<file path="src/rtl/led_pattern_sequencer.sv">
// led_pattern_sequencer
//
// Steps the LED pattern peripheral through its pattern-select codes on a
// programmable period. A CPU configures it through an Avalon-MM slave, and
// it writes each code to the LED peripheral's data register (address 0)
// through an Avalon-MM master write port.
//
// Slave registers:
//   0 CTRL   bit0 RUN
//   1 PERIOD bits[PERIOD_W-1:0], a value of 0 behaves as 1
//   2 MASK   bits[2:0], bit i enables code 1<<i
//   3 STATUS bit0 busy, bits[2:1] step index, bit3 m_write (read-only)
//
// Ports:
//   clk, reset                       clock, synchronous active-high reset
//   address/chipselect/read/write    slave access strobes
//   writedata/readdata               slave data (readdata registered)
//   m_address/m_write/m_writedata    master write port (address fixed to 0)
//   m_waitrequest                    master stall from the LED peripheral
//
// Build option LED_SEQ_BLANK_ON_STOP_EN: clearing RUN issues one extra
// master write of code 0 (LEDs off) before the sequencer goes idle.
module led_pattern_sequencer #(
    parameter int unsigned PERIOD_W       = 24,
    parameter int unsigned DEFAULT_PERIOD = 5000000
) (
    input  logic        clk,
    input  logic        reset,
    input  logic [1:0]  address,
    input  logic        chipselect,
    input  logic        read,
    input  logic        write,
    input  logic [31:0] writedata,
    output logic [31:0] readdata,
    output logic [1:0]  m_address,
    output logic        m_write,
    output logic [31:0] m_writedata,
    input  logic        m_waitrequest
);

    typedef enum logic [1:0] {
        S_IDLE,
        S_SELECT,
        S_WRITE,
        S_COUNT
    } state_t;

    state_t              r_state;
    logic                r_run;
    logic [PERIOD_W-1:0] r_period;
    logic [2:0]          r_mask;
    logic [1:0]          r_idx;
    logic [PERIOD_W-1:0] r_count;
    logic                r_m_write;
    logic [31:0]         r_m_writedata;
    logic [31:0]         r_readdata;
`ifdef LED_SEQ_BLANK_ON_STOP_EN
    logic                r_blank;
`endif

    logic                w_wr_en;
    logic                w_rd_en;
    logic                w_busy;
    logic [1:0]          w_status_idx;
    logic [31:0]         w_rd_mux;
    logic [1:0]          w_cand;
    logic                w_found;
    logic [1:0]          w_next_idx;
    logic [2:0]          w_code;
    logic [PERIOD_W-1:0] w_reload;
    logic                w_unused_wdata;

    assign w_wr_en        = chipselect & write;
    assign w_rd_en        = chipselect & read & ~write;
    assign w_busy         = (r_state != S_IDLE);
    // idx rests at 2 so the next search starts at bit 0; report 0 while idle
    assign w_status_idx   = w_busy ? r_idx : 2'd0;
    assign w_reload       = (r_period == '0) ? PERIOD_W'(1) : r_period;
    assign w_unused_wdata = &{1'b0, writedata};

    assign readdata    = r_readdata;
    assign m_address   = 2'b00;
    assign m_write     = r_m_write;
    assign m_writedata = r_m_writedata;

    always_comb begin
        w_rd_mux = '0;
        case (address)
            2'd0:    w_rd_mux = {31'd0, r_run};
            2'd1:    w_rd_mux = 32'(r_period);
            2'd2:    w_rd_mux = {29'd0, r_mask};
            default: w_rd_mux = {28'd0, r_m_write, w_status_idx, w_busy};
        endcase
    end

    // Round-robin search over idx+1, idx+2, idx+3 (mod 3)
    always_comb begin
        w_cand     = r_idx;
        w_found    = 1'b0;
        w_next_idx = r_idx;
        for (int unsigned k = 0; k < 3; k++) begin
            w_cand = (w_cand == 2'd2) ? 2'd0 : w_cand + 2'd1;
            if (!w_found && r_mask[w_cand]) begin
                w_found    = 1'b1;
                w_next_idx = w_cand;
            end
        end
        w_code = w_found ? (3'b001 << w_next_idx) : 3'b000;
    end

    always_ff @(posedge clk) begin
        if (reset) begin
            r_state       <= S_IDLE;
            r_run         <= 1'b0;
            r_period      <= PERIOD_W'(DEFAULT_PERIOD);
            r_mask        <= 3'b111;
            r_idx         <= 2'd2;
            r_count       <= '0;
            r_m_write     <= 1'b0;
            r_m_writedata <= '0;
            r_readdata    <= '0;
`ifdef LED_SEQ_BLANK_ON_STOP_EN
            r_blank       <= 1'b0;
`endif
        end else begin
            // Slave port: write wins over read, readdata is 0 unless a read is accepted
            r_readdata <= '0;
            if (w_wr_en) begin
                case (address)
                    2'd0:    r_run    <= writedata[0];
                    2'd1:    r_period <= writedata[PERIOD_W-1:0];
                    2'd2:    r_mask   <= writedata[2:0];
                    default: ;
                endcase
            end else if (w_rd_en) begin
                r_readdata <= w_rd_mux;
            end

            case (r_state)
                S_IDLE: begin
                    r_m_write <= 1'b0;
`ifdef LED_SEQ_BLANK_ON_STOP_EN
                    r_blank   <= 1'b0;
`endif
                    if (w_wr_en && address == 2'd0 && writedata[0])
                        r_state <= S_SELECT;
                end

                S_SELECT: begin
                    r_m_write <= 1'b1;
                    r_state   <= S_WRITE;
`ifdef LED_SEQ_BLANK_ON_STOP_EN
                    if (!r_run) begin
                        r_blank       <= 1'b1;
                        r_m_writedata <= '0;
                    end else begin
                        r_idx         <= w_next_idx;
                        r_m_writedata <= {29'd0, w_code};
                    end
`else
                    r_idx         <= w_next_idx;
                    r_m_writedata <= {29'd0, w_code};
`endif
                end

                S_WRITE: begin
                    if (!m_waitrequest) begin
`ifdef LED_SEQ_BLANK_ON_STOP_EN
                        if (r_blank) begin
                            r_m_write <= 1'b0;
                            r_state   <= S_IDLE;
                        end else if (!r_run) begin
                            // pending code accepted; stay in WRITE for the blank
                            r_blank       <= 1'b1;
                            r_m_writedata <= '0;
                        end else begin
                            r_m_write <= 1'b0;
                            r_count   <= w_reload;
                            r_state   <= S_COUNT;
                        end
`else
                        r_m_write <= 1'b0;
                        if (r_run) begin
                            r_count <= w_reload;
                            r_state <= S_COUNT;
                        end else begin
                            r_state <= S_IDLE;
                        end
`endif
                    end
                end

                default: begin // S_COUNT
                    if (!r_run) begin
`ifdef LED_SEQ_BLANK_ON_STOP_EN
                        r_blank       <= 1'b1;
                        r_m_write     <= 1'b1;
                        r_m_writedata <= '0;
                        r_state       <= S_WRITE;
`else
                        r_state <= S_IDLE;
`endif
                    end else if (r_count == PERIOD_W'(1)) begin
                        r_state <= S_SELECT;
                    end else begin
                        r_count <= r_count - PERIOD_W'(1);
                    end
                end
            endcase
        end
    end

endmodule

</file>
<file path="config.mk">
export PLATFORM = sky130hd
export DESIGN_NAME = led_pattern_sequencer
export DESIGN_NICKNAME = d
export VERILOG_FILES = /design/src/rtl/led_pattern_sequencer.sv
export SDC_FILE = /design/constraint.sdc
export NUM_CORES = 1
export LEC_CHECK = 0
export ABC_AREA = 1
export CELL_PAD_IN_SITES_DETAIL_PLACEMENT = 0
export CELL_PAD_IN_SITES_GLOBAL_PLACEMENT = 2
export CORE_UTILIZATION = 24
export DETAILED_ROUTE_END_ITERATION = 10
export PLACE_DENSITY_LB_ADDON = 0.1
export SLEW_MARGIN = 20
export SYNTH_ARGS = -nofsm -noshare
export SYNTH_HDL_FRONTEND = slang
export SYNTH_SLANG_ARGS = --single-unit
</file>
<file path="constraint.sdc">
create_clock -name clk -period 1.5 [get_ports clk]
set_input_delay 0.15 -clock clk [delete_from_list [all_inputs] [get_ports clk]]
set_output_delay 0.15 -clock clk [all_outputs]
set_load 0.03 [all_outputs]
</file>
==> impl_metrics.csv <==
group,metric,value,unit
yosys,synth-edff-count,0,
route,met2_length,8260,µm
finish,n_antenna_cell,0,
clocking,clk_pin_slew_worst_paths,0.07,ns
route,final_antenna_net_count,0,
route,drt_iter0_drc,167,
route,drc,0,
timing,finClkSkew,0.00924,ns
yosys,seq_area_frac_synth,38.2,%
critical_path,r2r_slack,-0.14,ns
finish,nets,818,
placed_design,place_hpwl,11700,µm
timing,slew_violations,0,
route,dr.pass1.iters,4,
route,wl,15400,µm
grt,overflow,0,
grt,grt_max_degree,27,
placed_design,gp_congestion,0.830,
finish,final_cell_mix,"100 x nand2_1, 96 x buf_4, 76 x dfxtp_1",
critical_path,cp-start-kind,"flip-flop",
worst_hold_path,hp-class,"input port to flip-flop",
timing,fin_crit,1.64,ns
floorplan,die_y,137,µm
yosys,synth_warnings,0,
placed_design,post-place-ws,-0.280,ns
critical_path,cp-end-kind,"flip-flop",
finish,layout-drive-gt1-share,29.2,%
timing,fin_crit_sh,109,%
yosys,synthArstFlopShare,0,%
pwr,p_leak,3.15,nW
route,vias,4486,
route,via_per_inst,4.46,
yosys,syn_area,4400,µm²
critical_path,crit_fanout,8,
clocking,cts_hold_buffers,0,
floorplan,io-pin-count,107,
run,max-cap-violations,0,
outcome,violations,"negative setup slack",
critical_path,path_class,"flip-flop to flip-flop",
grt,antenna_found_initial,0,
clocking,clock-sinks,84,
yosys,synth.distinct_cells,39,
route,wl_met3,390,µm
critical_path,startpoint,"r_state[0]",
placed_design,numPortBuffers,59,
critical_path,endpoint,"r_count[19]",
grt,grt_pass1_wl,24000,µm
yosys,syn_inst,620,
yosys,avgSynthCellArea,7.09,µm²
critical_path,ff2ff_path_depth,12,
floorplan,core,18000,µm²
clocking,numCtsBuffers,9,
route,wl_per_cell,15.3,µm
grt,gr-usage-all-layers,17.2,%
pwr,power.total,7.22,mW
clocking,insertion_delay,0.35,ns
outcome,status,"finished, violations left",
finish,area_delta_synth_final,50.4,%
floorplan,initial_utilization,24.5,%
pwr,powerDensity,1090,nW/µm²
critical_path,arrival,1.93,ns
floorplan,die_x,137,µm
clocking,cts_max_level,3,
clocking,cts_buffer_depth,2,
critical_path,r2r_start,"r_state[0]",
route,wl_met1,6590,µm
timing,timing.final.ws_setup,-0.141,ns
grt,grt_pass1_vias,4525,
critical_path,r2r_end,"r_count[19]",
pwr,peakVddDrop,0.577,mV
timing,max_freq,609,MHz
yosys,synthFlopType,"dfxtp_1",
route,routed.top_layer,"met4",
floorplan,rows,49,
timing,setup_viol,25,
floorplan,die-area,18900,µm²
clocking,cts_root_buf,"clkbuf_16",
timing,rsz0062_at_grt,"true",
timing,finalSetupTns,-2.50,ns
finish,fin_util,36.8,%
finish,layout_commonest_cell,"nand2_1",
clocking,cts_tree,"yes",
critical_path,required,1.79,ns
timing,hold_viol,0,
yosys,synth_seq_cells,84,
==> synthesized netlist by cell type (2+ instances only) <==
| master | count | area, µm² |
|---|---|---|
| nand2_1 | 110 | 413 |
| dfxtp_1 | 84 | 1680 |
| nor2_1 | 63 | 236 |
| inv_1 | 59 | 221 |
| a21oi_1 | 48 | 240 |
| buf_4 | 40 | 300 |
| nand3_1 | 37 | 185 |
| o21ai_0 | 37 | 185 |
| nor3_1 | 27 | 135 |
| clkbuf_1 | 15 | 56.3 |
| nor2_2 | 13 | 81.3 |
| nand4_1 | 12 | 75.1 |
| o211ai_1 | 12 | 90.1 |
| o21ai_1 | 9 | 45.0 |
| ha_1 | 6 | 75.1 |
| inv_2 | 5 | 18.8 |
| buf_2 | 4 | 20.0 |
| nor2_4 | 4 | 45.0 |
| o22ai_1 | 4 | 25.0 |
| xor2_1 | 4 | 35.0 |
| a211oi_2 | 3 | 37.5 |
| buf_6 | 3 | 33.8 |
| nand3b_1 | 3 | 22.5 |
| nand2_2 | 2 | 12.5 |
| or2_2 | 2 | 12.5 |
==> worst min-delay path by stage <==
stage | start | end | slack [ns] | cells past startpoint
floorplan | reset | r_count[1] | 0.22 | 1
global placement | m_writedata[1] | m_writedata[1] | 0.46 | 2
detailed placement | m_writedata[2] | m_writedata[2] | 0.47 | 2
CTS | writedata[11] | r_period[11] | 0.37 | 3
global route | writedata[11] | r_period[11] | 0.39 | 3
finish | writedata[9] | r_period[9] | 0.39 | 3
==> repair_timing <==
action / CTS / global route
resized for setup: 58 / 80
pin swaps: 11 / 14
buffers inserted: 1 / 5
endpoints found under the setup margin: 36 / 47
==> layer usage <==
layer / GRT usage, % / up-vias
met3: 3.24 / 13
met5: 0 / -
li1: - / 2259
met4: 5.19 / 0
met2: 32.4 / 77
met1: 19.4 / 2137
==> per-stage QoR <==
| stage | hold WS [ns] | instances | cell area [µm²] |
|---|---|---|---|
| CTS | 0.374 | 1002 | 6280 |
| floorplan | 0.223 | 658 | 4580 |
| global placement | 0.465 | 985 | 5850 |
| finish | 0.386 | 1006 | 6610 |
| global route | 0.391 | 1006 | 6610 |
| detailed placement | 0.466 | 985 | 5850 |
==> kinds of logic after synthesis <==
kind of cell,after synthesis,synth area share [%]
AOI/OAI and AO/OA,117,14.9
xor gates and xnor gates,5,0.996
adders and majority gates,6,1.71
buffers and inverters,128,15.0
DFF,84,38.2
other,1,0.0853
and+or+nand+nor,279,29.1
==> cell type report <==
| type | count | area (µm²) |
|---|---|---|
| Clock buffer | 10 | 229 |
| Timing Repair Buffer | 166 | 1510 |
| Tap cell | 229 | 287 |
| Sequential cell | 84 | 1700 |
| Clock inverter | 6 | 47.5 |
| Fill cell | 1902 | 11400 |
| Inverter | 65 | 259 |
| Multi-Input combinational cell | 446 | 2580 |
==> power by group <==
group | switching (mW) | internal, mW
logic | 1.57 | 1.07
registers | 0.0879 | 2.35
clock network | 1.01 | 1.14
total | 2.66 | 4.55
==> worst max-delay path, stage by stage (launching register included) <==
cell and delay, ns:
dfxtp_2 0.35, inv_4 0.05, ha_4 0.16, nand2_2 0.05, inv_2 0.04, nor4_4 0.33
nand2_4 0.13, clkinv_8 0.11, buf_12 0.14, nand2_4 0.05, nand2_2 0.05, inv_2 0.03
nor2_2 0.08
==> state kept, by name (all words and copies together), names as in the netlist, 2 cells and up <==
name,flops
readdata,24
r_idx,2
r_state,2
r_count,24
r_mask,3
m_writedata,3
r_period,24
No activity file was read; power rests on OpenSTA's default activity.
